**src/rtl/systolic_oe_sorter_if.sv**
```systemverilog
// -----------------------------------------------------------------------------
// systolic_oe_sorter_if
//
// Bundles the input and output handshakes of systolic_oe_sorter.
//   in_valid / in_ready   : producer offers one N-lane vector plus sort mode
//   in_data               : lane i = in_data[i*DW +: DW]
//   mode                  : 0 = ascending, 1 = descending (sampled at accept)
//   out_valid / out_ready : sorted vector handed to the consumer
//   out_data              : sorted vector, same lane packing as in_data
//   max_out / min_out     : largest / smallest key of the sorted vector
//   busy                  : high while the vector is being sorted
//   phases                : phases executed for the current result
//
// Modports: slave = the sorter, master = the producer/consumer side.
// -----------------------------------------------------------------------------
interface systolic_oe_sorter_if #(
    parameter int N  = 8,
    parameter int DW = 16
);
    localparam int PW = $clog2(N + 1);

    logic                in_valid;
    logic                in_ready;
    logic [N*DW-1:0]     in_data;
    logic                mode;
    logic                out_valid;
    logic                out_ready;
    logic [N*DW-1:0]     out_data;
    logic [DW-1:0]       max_out;
    logic [DW-1:0]       min_out;
    logic                busy;
    logic [PW-1:0]       phases;

    modport slave (
        input  in_valid, in_data, mode, out_ready,
        output in_ready, out_valid, out_data, max_out, min_out, busy, phases
    );

    modport master (
        output in_valid, in_data, mode, out_ready,
        input  in_ready, out_valid, out_data, max_out, min_out, busy, phases
    );
endinterface

```
**src/rtl/systolic_oe_sorter.sv**
```systemverilog
// -----------------------------------------------------------------------------
// systolic_oe_sorter
//
// Accepts one N-lane vector, sorts it in place with odd-even transposition
// compare-exchange cells (one phase per clock) and returns the sorted vector
// with max/min taps. Sorting stops early once two consecutive phases make no
// swap, or after N phases at most.
//
// Ports:
//   clk  : rising-edge clock
//   rst  : asynchronous active-low reset
//   bus  : systolic_oe_sorter_if.slave (handshakes, data, taps, status)
//
// Parameters:
//   N      : lane count (even, >= 2)
//   DW     : key width per lane
//   SIGNED : 1 = keys compared as two's complement, 0 = unsigned
// -----------------------------------------------------------------------------
module systolic_oe_sorter #(
    parameter int N      = 8,
    parameter int DW     = 16,
    parameter int SIGNED = 0
) (
    input  logic                  clk,
    input  logic                  rst,
    systolic_oe_sorter_if.slave   bus
);
    localparam int PW = $clog2(N + 1);

    typedef enum logic [1:0] {
        IDLE = 2'd0,
        SORT = 2'd1,
        DONE = 2'd2
    } state_t;

    state_t          state_q, state_d;
    logic [DW-1:0]   lane_q [N];
    logic [DW-1:0]   lane_d [N];
    logic [DW-1:0]   phased [N];
    logic            mode_q, mode_d;
    logic [PW-1:0]   phase_q, phase_d;
    logic [PW-1:0]   k;
    logic            prev_zero_q, prev_zero_d;
    logic            out_valid_q, out_valid_d;
    logic [DW-1:0]   max_q, max_d;
    logic [DW-1:0]   min_q, min_d;
    logic            swapped;

    function automatic logic key_gt(input logic [DW-1:0] a, input logic [DW-1:0] b);
        if (SIGNED != 0)
            return $signed(a) > $signed(b);
        else
            return a > b;
    endfunction

    // One compare-exchange phase applied to the current lanes. Phase k is
    // 1-based: odd k pairs (0,1),(2,3)..., even k pairs (1,2),(3,4)...
    // The pairs are disjoint, so each lane is written by at most one cell.
    // Strict comparison keeps equal keys in place.
    always_comb begin
        for (int i = 0; i < N; i++) begin
            phased[i] = lane_q[i];
        end
        swapped = 1'b0;
        k       = phase_q + PW'(1);
        for (int i = 0; i < N - 1; i++) begin
            if (((i % 2) == 0) == k[0]) begin
                if (mode_q ? key_gt(lane_q[i+1], lane_q[i])
                           : key_gt(lane_q[i], lane_q[i+1])) begin
                    phased[i]   = lane_q[i+1];
                    phased[i+1] = lane_q[i];
                    swapped     = 1'b1;
                end
            end
        end
    end

    // Next-state logic. prev_zero remembers whether the previous phase was
    // swap-free; it is cleared at accept so phase 1 alone can never terminate.
    always_comb begin
        state_d     = state_q;
        mode_d      = mode_q;
        phase_d     = phase_q;
        prev_zero_d = prev_zero_q;
        out_valid_d = out_valid_q;
        max_d       = max_q;
        min_d       = min_q;
        for (int i = 0; i < N; i++) begin
            lane_d[i] = lane_q[i];
        end

        case (state_q)
            IDLE: begin
                if (bus.in_valid) begin
                    for (int i = 0; i < N; i++) begin
                        lane_d[i] = bus.in_data[i*DW +: DW];
                    end
                    mode_d      = bus.mode;
                    phase_d     = '0;
                    prev_zero_d = 1'b0;
                    state_d     = SORT;
                end
            end
            SORT: begin
                for (int i = 0; i < N; i++) begin
                    lane_d[i] = phased[i];
                end
                phase_d     = k;
                prev_zero_d = ~swapped;
                if ((k == PW'(N)) || ((k >= PW'(2)) && prev_zero_q && !swapped)) begin
                    state_d     = DONE;
                    out_valid_d = 1'b1;
                    max_d       = mode_q ? phased[0]   : phased[N-1];
                    min_d       = mode_q ? phased[N-1] : phased[0];
                end
            end
            DONE: begin
                if (bus.out_ready) begin
                    out_valid_d = 1'b0;
                    state_d     = IDLE;
                end
            end
            default: begin
                state_d = IDLE;
            end
        endcase
    end

    always_ff @(posedge clk or negedge rst) begin
        if (!rst) begin
            state_q     <= IDLE;
            mode_q      <= 1'b0;
            phase_q     <= '0;
            prev_zero_q <= 1'b0;
            out_valid_q <= 1'b0;
            max_q       <= '0;
            min_q       <= '0;
            for (int i = 0; i < N; i++) begin
                lane_q[i] <= '0;
            end
        end else begin
            state_q     <= state_d;
            mode_q      <= mode_d;
            phase_q     <= phase_d;
            prev_zero_q <= prev_zero_d;
            out_valid_q <= out_valid_d;
            max_q       <= max_d;
            min_q       <= min_d;
            for (int i = 0; i < N; i++) begin
                lane_q[i] <= lane_d[i];
            end
        end
    end

    for (genvar g = 0; g < N; g++) begin : g_pack
        assign bus.out_data[g*DW +: DW] = lane_q[g];
    end

    // in_ready is held low while reset is asserted so nothing is offered
    // an accept that the reset would immediately discard.
    assign bus.in_ready  = (state_q == IDLE) && rst;
    assign bus.out_valid = out_valid_q;
    assign bus.max_out   = max_q;
    assign bus.min_out   = min_q;
    assign bus.busy      = (state_q == SORT);
    assign bus.phases    = phase_q;

endmodule

```
**src/flat_wrapper.sv**
```systemverilog
// flat-port wrapper written by rule: the top's interface ports become plain ports
module systolic_oe_sorter_flat 
#(
    parameter int N      = 8,
    parameter int DW     = 16,
    parameter int SIGNED = 0
)
  (clk, rst, bus_in_valid, bus_in_data, bus_mode, bus_out_ready, bus_in_ready, bus_out_valid, bus_out_data, bus_max_out, bus_min_out, bus_busy, bus_phases);
  systolic_oe_sorter_if #(.N(N), .DW(DW)) bus_i ();
  input  logic clk;
  input  logic rst;
  input wire logic [$bits(bus_i.in_valid)-1:0] bus_in_valid;
  input wire logic [$bits(bus_i.in_data)-1:0] bus_in_data;
  input wire logic [$bits(bus_i.mode)-1:0] bus_mode;
  input wire logic [$bits(bus_i.out_ready)-1:0] bus_out_ready;
  output wire logic [$bits(bus_i.in_ready)-1:0] bus_in_ready;
  output wire logic [$bits(bus_i.out_valid)-1:0] bus_out_valid;
  output wire logic [$bits(bus_i.out_data)-1:0] bus_out_data;
  output wire logic [$bits(bus_i.max_out)-1:0] bus_max_out;
  output wire logic [$bits(bus_i.min_out)-1:0] bus_min_out;
  output wire logic [$bits(bus_i.busy)-1:0] bus_busy;
  output wire logic [$bits(bus_i.phases)-1:0] bus_phases;
  assign bus_i.in_valid = bus_in_valid;
  assign bus_i.in_data = bus_in_data;
  assign bus_i.mode = bus_mode;
  assign bus_i.out_ready = bus_out_ready;
  assign bus_in_ready = bus_i.in_ready;
  assign bus_out_valid = bus_i.out_valid;
  assign bus_out_data = bus_i.out_data;
  assign bus_max_out = bus_i.max_out;
  assign bus_min_out = bus_i.min_out;
  assign bus_busy = bus_i.busy;
  assign bus_phases = bus_i.phases;
  systolic_oe_sorter #(.N(N), .DW(DW), .SIGNED(SIGNED)) u_core (.clk(clk), .rst(rst), .bus(bus_i));
endmodule
```
**config.mk**
```make
export PLATFORM = sky130hd
export DESIGN_NAME = systolic_oe_sorter_flat
export DESIGN_NICKNAME = d
export VERILOG_FILES = /design/src/rtl/systolic_oe_sorter_if.sv /design/src/rtl/systolic_oe_sorter.sv /design/src/flat_wrapper.sv
export SDC_FILE = /design/constraint.sdc
export NUM_CORES = 1
export LEC_CHECK = 0
export ABC_CLOCK_PERIOD_IN_PS = 5900
export CAP_MARGIN = 30
export CORE_ASPECT_RATIO = 0.8
export CORE_MARGIN = 1.5
export CORE_UTILIZATION = 56
export DETAILED_ROUTE_END_ITERATION = 6
export GPL_TIMING_DRIVEN = 0
export PLACE_DENSITY = 0.93
export SLEW_MARGIN = 10
export SYNTH_ARGS = -nofsm -noshare
export SYNTH_HDL_FRONTEND = slang
export SYNTH_SLANG_ARGS = --single-unit
export TNS_END_PERCENT = 20
```
**constraint.sdc**
```tcl
create_clock -name clk -period 5.9 [get_ports clk]
set_input_delay 0.885 -clock clk [delete_from_list [all_inputs] [get_ports clk]]
set_output_delay 0.885 -clock clk [all_outputs]
set_load 0.01 [all_outputs]
```
==> run_results.csv <==
group,metric,value,unit
global_route,grt_max_degree,104,
timing,finalMaxSlewViolations,0,
timing,skew,0.01913,ns
clock_network,cts_buffer_depth,2,
synthesis,syn_area_per_cell,8.587,µm²
clock_network,cts_buffers,17,
clock_network,cts.htree.levels,4,
floorplanning,dieWidth,174.0,µm
detailed_routing,wire_per_inst,25.95,µm
synthesis,yosys.cell_types.count,64,
timing,fin_crit,4.913,ns
global_route,overflow,0,
placement,port_buffers,299,
detailed_routing,drt_pre_antenna_iters,7,
clock_network,cts_resized,0,
global_route,grt_pass1_wl,84120,µm
timing,holdWs,0.3556,ns
finish,multi_input_area,7893,µm²
floorplanning,fp-row-count,49,
critical_path,worstSetupEndpointType,"primary output",
critical_path,crit_fanout,10,
clock_network,clkTransAtPathRegs,0.08,ns
floorplanning,dieArea,24320,µm²
global_route,grt_antenna_before_repair,2,
finish,drive_gt1_frac,0.03823,
detailed_routing,drtIter0Drc,2347,
timing,slew_headroom,0.4529,
clock_network,clkLatencyLatePin,0.46,ns
global_route,grt_pass1_vias,14170,
global_route,grt_usage,0.4542,
placement,dp_cells,2131,
critical_path,r2r-start,"u_core.bus.out_data[101]$_DFFE_PN0P_",
flow_run,drv_cap,0,
finish,syn2layout_area_growth,30.65,%
detailed_routing,postRouteAntennaNets,0,
timing,rsz0062_at_grt,"false",
placement,place.gp.congestion,1.080,
clock_network,cts_setup_buffers,0,
run_status,violations,"DRC",
critical_path,cp_top_family,"buffers and inverters",
timing,finalSetupViolCount,0,
synthesis,synth_seq_cells,169,
critical_path,crit_path_start_kind,"register",
timing,tightest_slew,0.8206,ns
synthesis,ys_async_sr_fraction,1.000,
timing,fin_crit_sh,0.8326,
timing,fin_setup_tns,0,ns
min_path,hp-class,"input port to async pin",
critical_path,crit_start,"u_core.state_q[1]$_DFFE_PN0P_",
critical_path,crit_path_cell_trace,"nand2b_1, clkbuf_1, inv_1, clkbuf_1, clkbuf_1, clkbuf_1, clkdlybuf4s50_1",
clock_network,cts_sinks,169,
finish,nFillCells,1629,
finish,nNetsFinal,2092,
floorplanning,io_pins,300,
clock_network,cts_tree,"built",
synthesis,synth_seq_area_share,0.3230,
synthesis,synth_area,13100,µm²
clock_network,ctsRootBufferMaster,"clkbuf_16",
detailed_routing,route.detailed.drc,9,
detailed_routing,dr_total_vias,14740,
finish,instances_no_fill,2163,
synthesis,syn_inst,1525,
synthesis,synth-edff-count,0,
finish,register_area,4229,µm²
detailed_routing,viasPerCell,6.816,
critical_path,cp_common_cell,"clkbuf_1",
critical_path,path_buf_inv,6,
critical_path,crit_path_max_incr_delay,0.69,ns
critical_path,slowest_stage,"clkbuf_1",
synthesis,yosysWarnings,0,
timing,maxClockFrequency,203.6,MHz
run_status,status,"finished, violations left",
placement,hpwlAfterDp,43190,µm
floorplanning,start_util,0.5773,
floorplanning,coreArea,22680,µm²
critical_path,critPathArrivalTime,4.03,ns
clock_network,hold_buffers,0,
critical_path,critical_path_class,"register to primary output",
detailed_routing,drt_wl_total,56130,µm
finish,diodes,0,
synthesis,synth_ff_type,"dfrtp_1",
synthesis,synth_nets,1773,
timing,finalHoldViolCount,0,
floorplanning,die_h,139.8,µm
critical_path,required,5.02,ns
## layout by cell type, fill, tap and decap left out, types with 12 or more instances in the layout
cell	count
nor3_1	22
mux2_1	28
nand4_1	28
buf_2	19
inv_1	135
o21bai_1	17
a211oi_1	16
a21o_1	23
nor2_1	156
clkbuf_16	17
o22ai_1	51
clkdlybuf4s50_1	298
ha_1	115
o21ai_0	150
mux2i_1	147
a21oi_1	157
o211a_1	16
a222oi_1	14
dfrtp_1	169
nand3_1	12
clkbuf_1	74
nand2_1	45
a221o_1	16
o221ai_1	16
## per-layer routing
layer  GRT usage  part of all wire  up-vias  routed length [µm]
li1            -                 -     6209                   -
met1      0.6177              0.38     6946               21410
met2      0.6663              0.42     1327               23410
met3      0.1481              0.16      257                8872
met4      0.1833             0.043        4                2411
met5           0           0.00037        -                  21
## per-stage QoR
stage	setup slack [ns]	utilization	instance area [µm²]
4_1_cts	1.280	0.7542	17110
6_report	0.9874	0.7542	17110
3_5_place_dp	1.815	0.7275	16500
3_3_place_gp	-3.294	0.7261	16470
5_1_grt	1.060	0.7542	17110
2_1_floorplan	2.827	-	13100
## cell usage after synthesis, types with 12 or more instances
cell        n  area (µm²)
mux2i_1   147        1471
a221o_1    16       160.2
ha_1      115        1439
o211a_1    16       160.2
dfrtp_1   169        4229
a211oi_1   16       120.1
a21o_1     23       172.7
inv_1     135       506.7
nand4_1    28       175.2
nor2_1    156       585.6
clkbuf_1   74       277.8
a222oi_1   14       140.1
o21ai_0   150       750.7
mux2_1     28       315.3
o21bai_1   17       127.6
a21oi_1   157       785.8
nor3_1     22       110.1
nand2_1    45       168.9
o22ai_1    51       319.1
buf_2      19       95.09
o221ai_1   16       140.1
nand3_1    12       60.06
## sequential cells by signal, summed over array words and instances, names as in the netlist
name,flops
u_core.bus.phases,4
u_core.bus.min_out,16
u_core.bus.out_data,128
u_core.bus.out_valid,1
u_core.bus.max_out,16
u_core.state_q,2
u_core.mode_q,1
u_core.prev_zero_q,1
## cell type report
cell class / instances / area share
inverter: 137 / 0.03006
timing repair buffer: 300 / 0.1768
buffer: 104 / 0.02684
clock buffer: 17 / 0.02486
tap: 306 / 0.02238
sequential: 169 / 0.2472
clock inverter: 15 / 0.01053
multi-input combinational: 1115 / 0.4613
## worst register-to-register path, cell delays in order (launching register included)
cell and delay, ns:
dfrtp_1 0.60, inv_1 0.18, ha_1 0.35, a21oi_1 0.16
o21ai_0 0.10, a2bb2oi_1 0.37, and3_1 0.26, and2_1 0.13
buf_2 0.25, buf_2 0.34, mux2i_1 0.68, mux2i_1 0.18
mux2_1 0.36
## kinds of logic after synthesis
group / after synthesis / synth area share
compound gates: 515 / 0.2458
xor+xnor: 1 / 0.0006690
fa+ha+maj: 115 / 0.1099
buf+inv: 241 / 0.07434
flops: 169 / 0.3230
mux: 179 / 0.1399
simple gates: 305 / 0.1064
## path summary, 6_finish.rpt
path | endpoint | cells after the start | slack [ns]
max | bus_busy | 7 | 0.99
min | u_core.bus.out_data[10]$_DFFE_PN0P_ | 1 | 0.36
min in group clk | u_core.bus.min_out[4]$_DFFE_PN0P_ | 1 | 0.49
max reg2reg | u_core.bus.max_out[8]$_DFFE_PN0P_ | 12 | 1.80
min reg2reg | u_core.bus.min_out[4]$_DFFE_PN0P_ | 1 | 0.49
max in group asynchronous | u_core.bus.out_data[94]$_DFFE_PN0P_ | 2 | 4.58
Power is not shown: default switching activity piles up to over one toggle a cycle in this logic, so the estimate is an artifact.
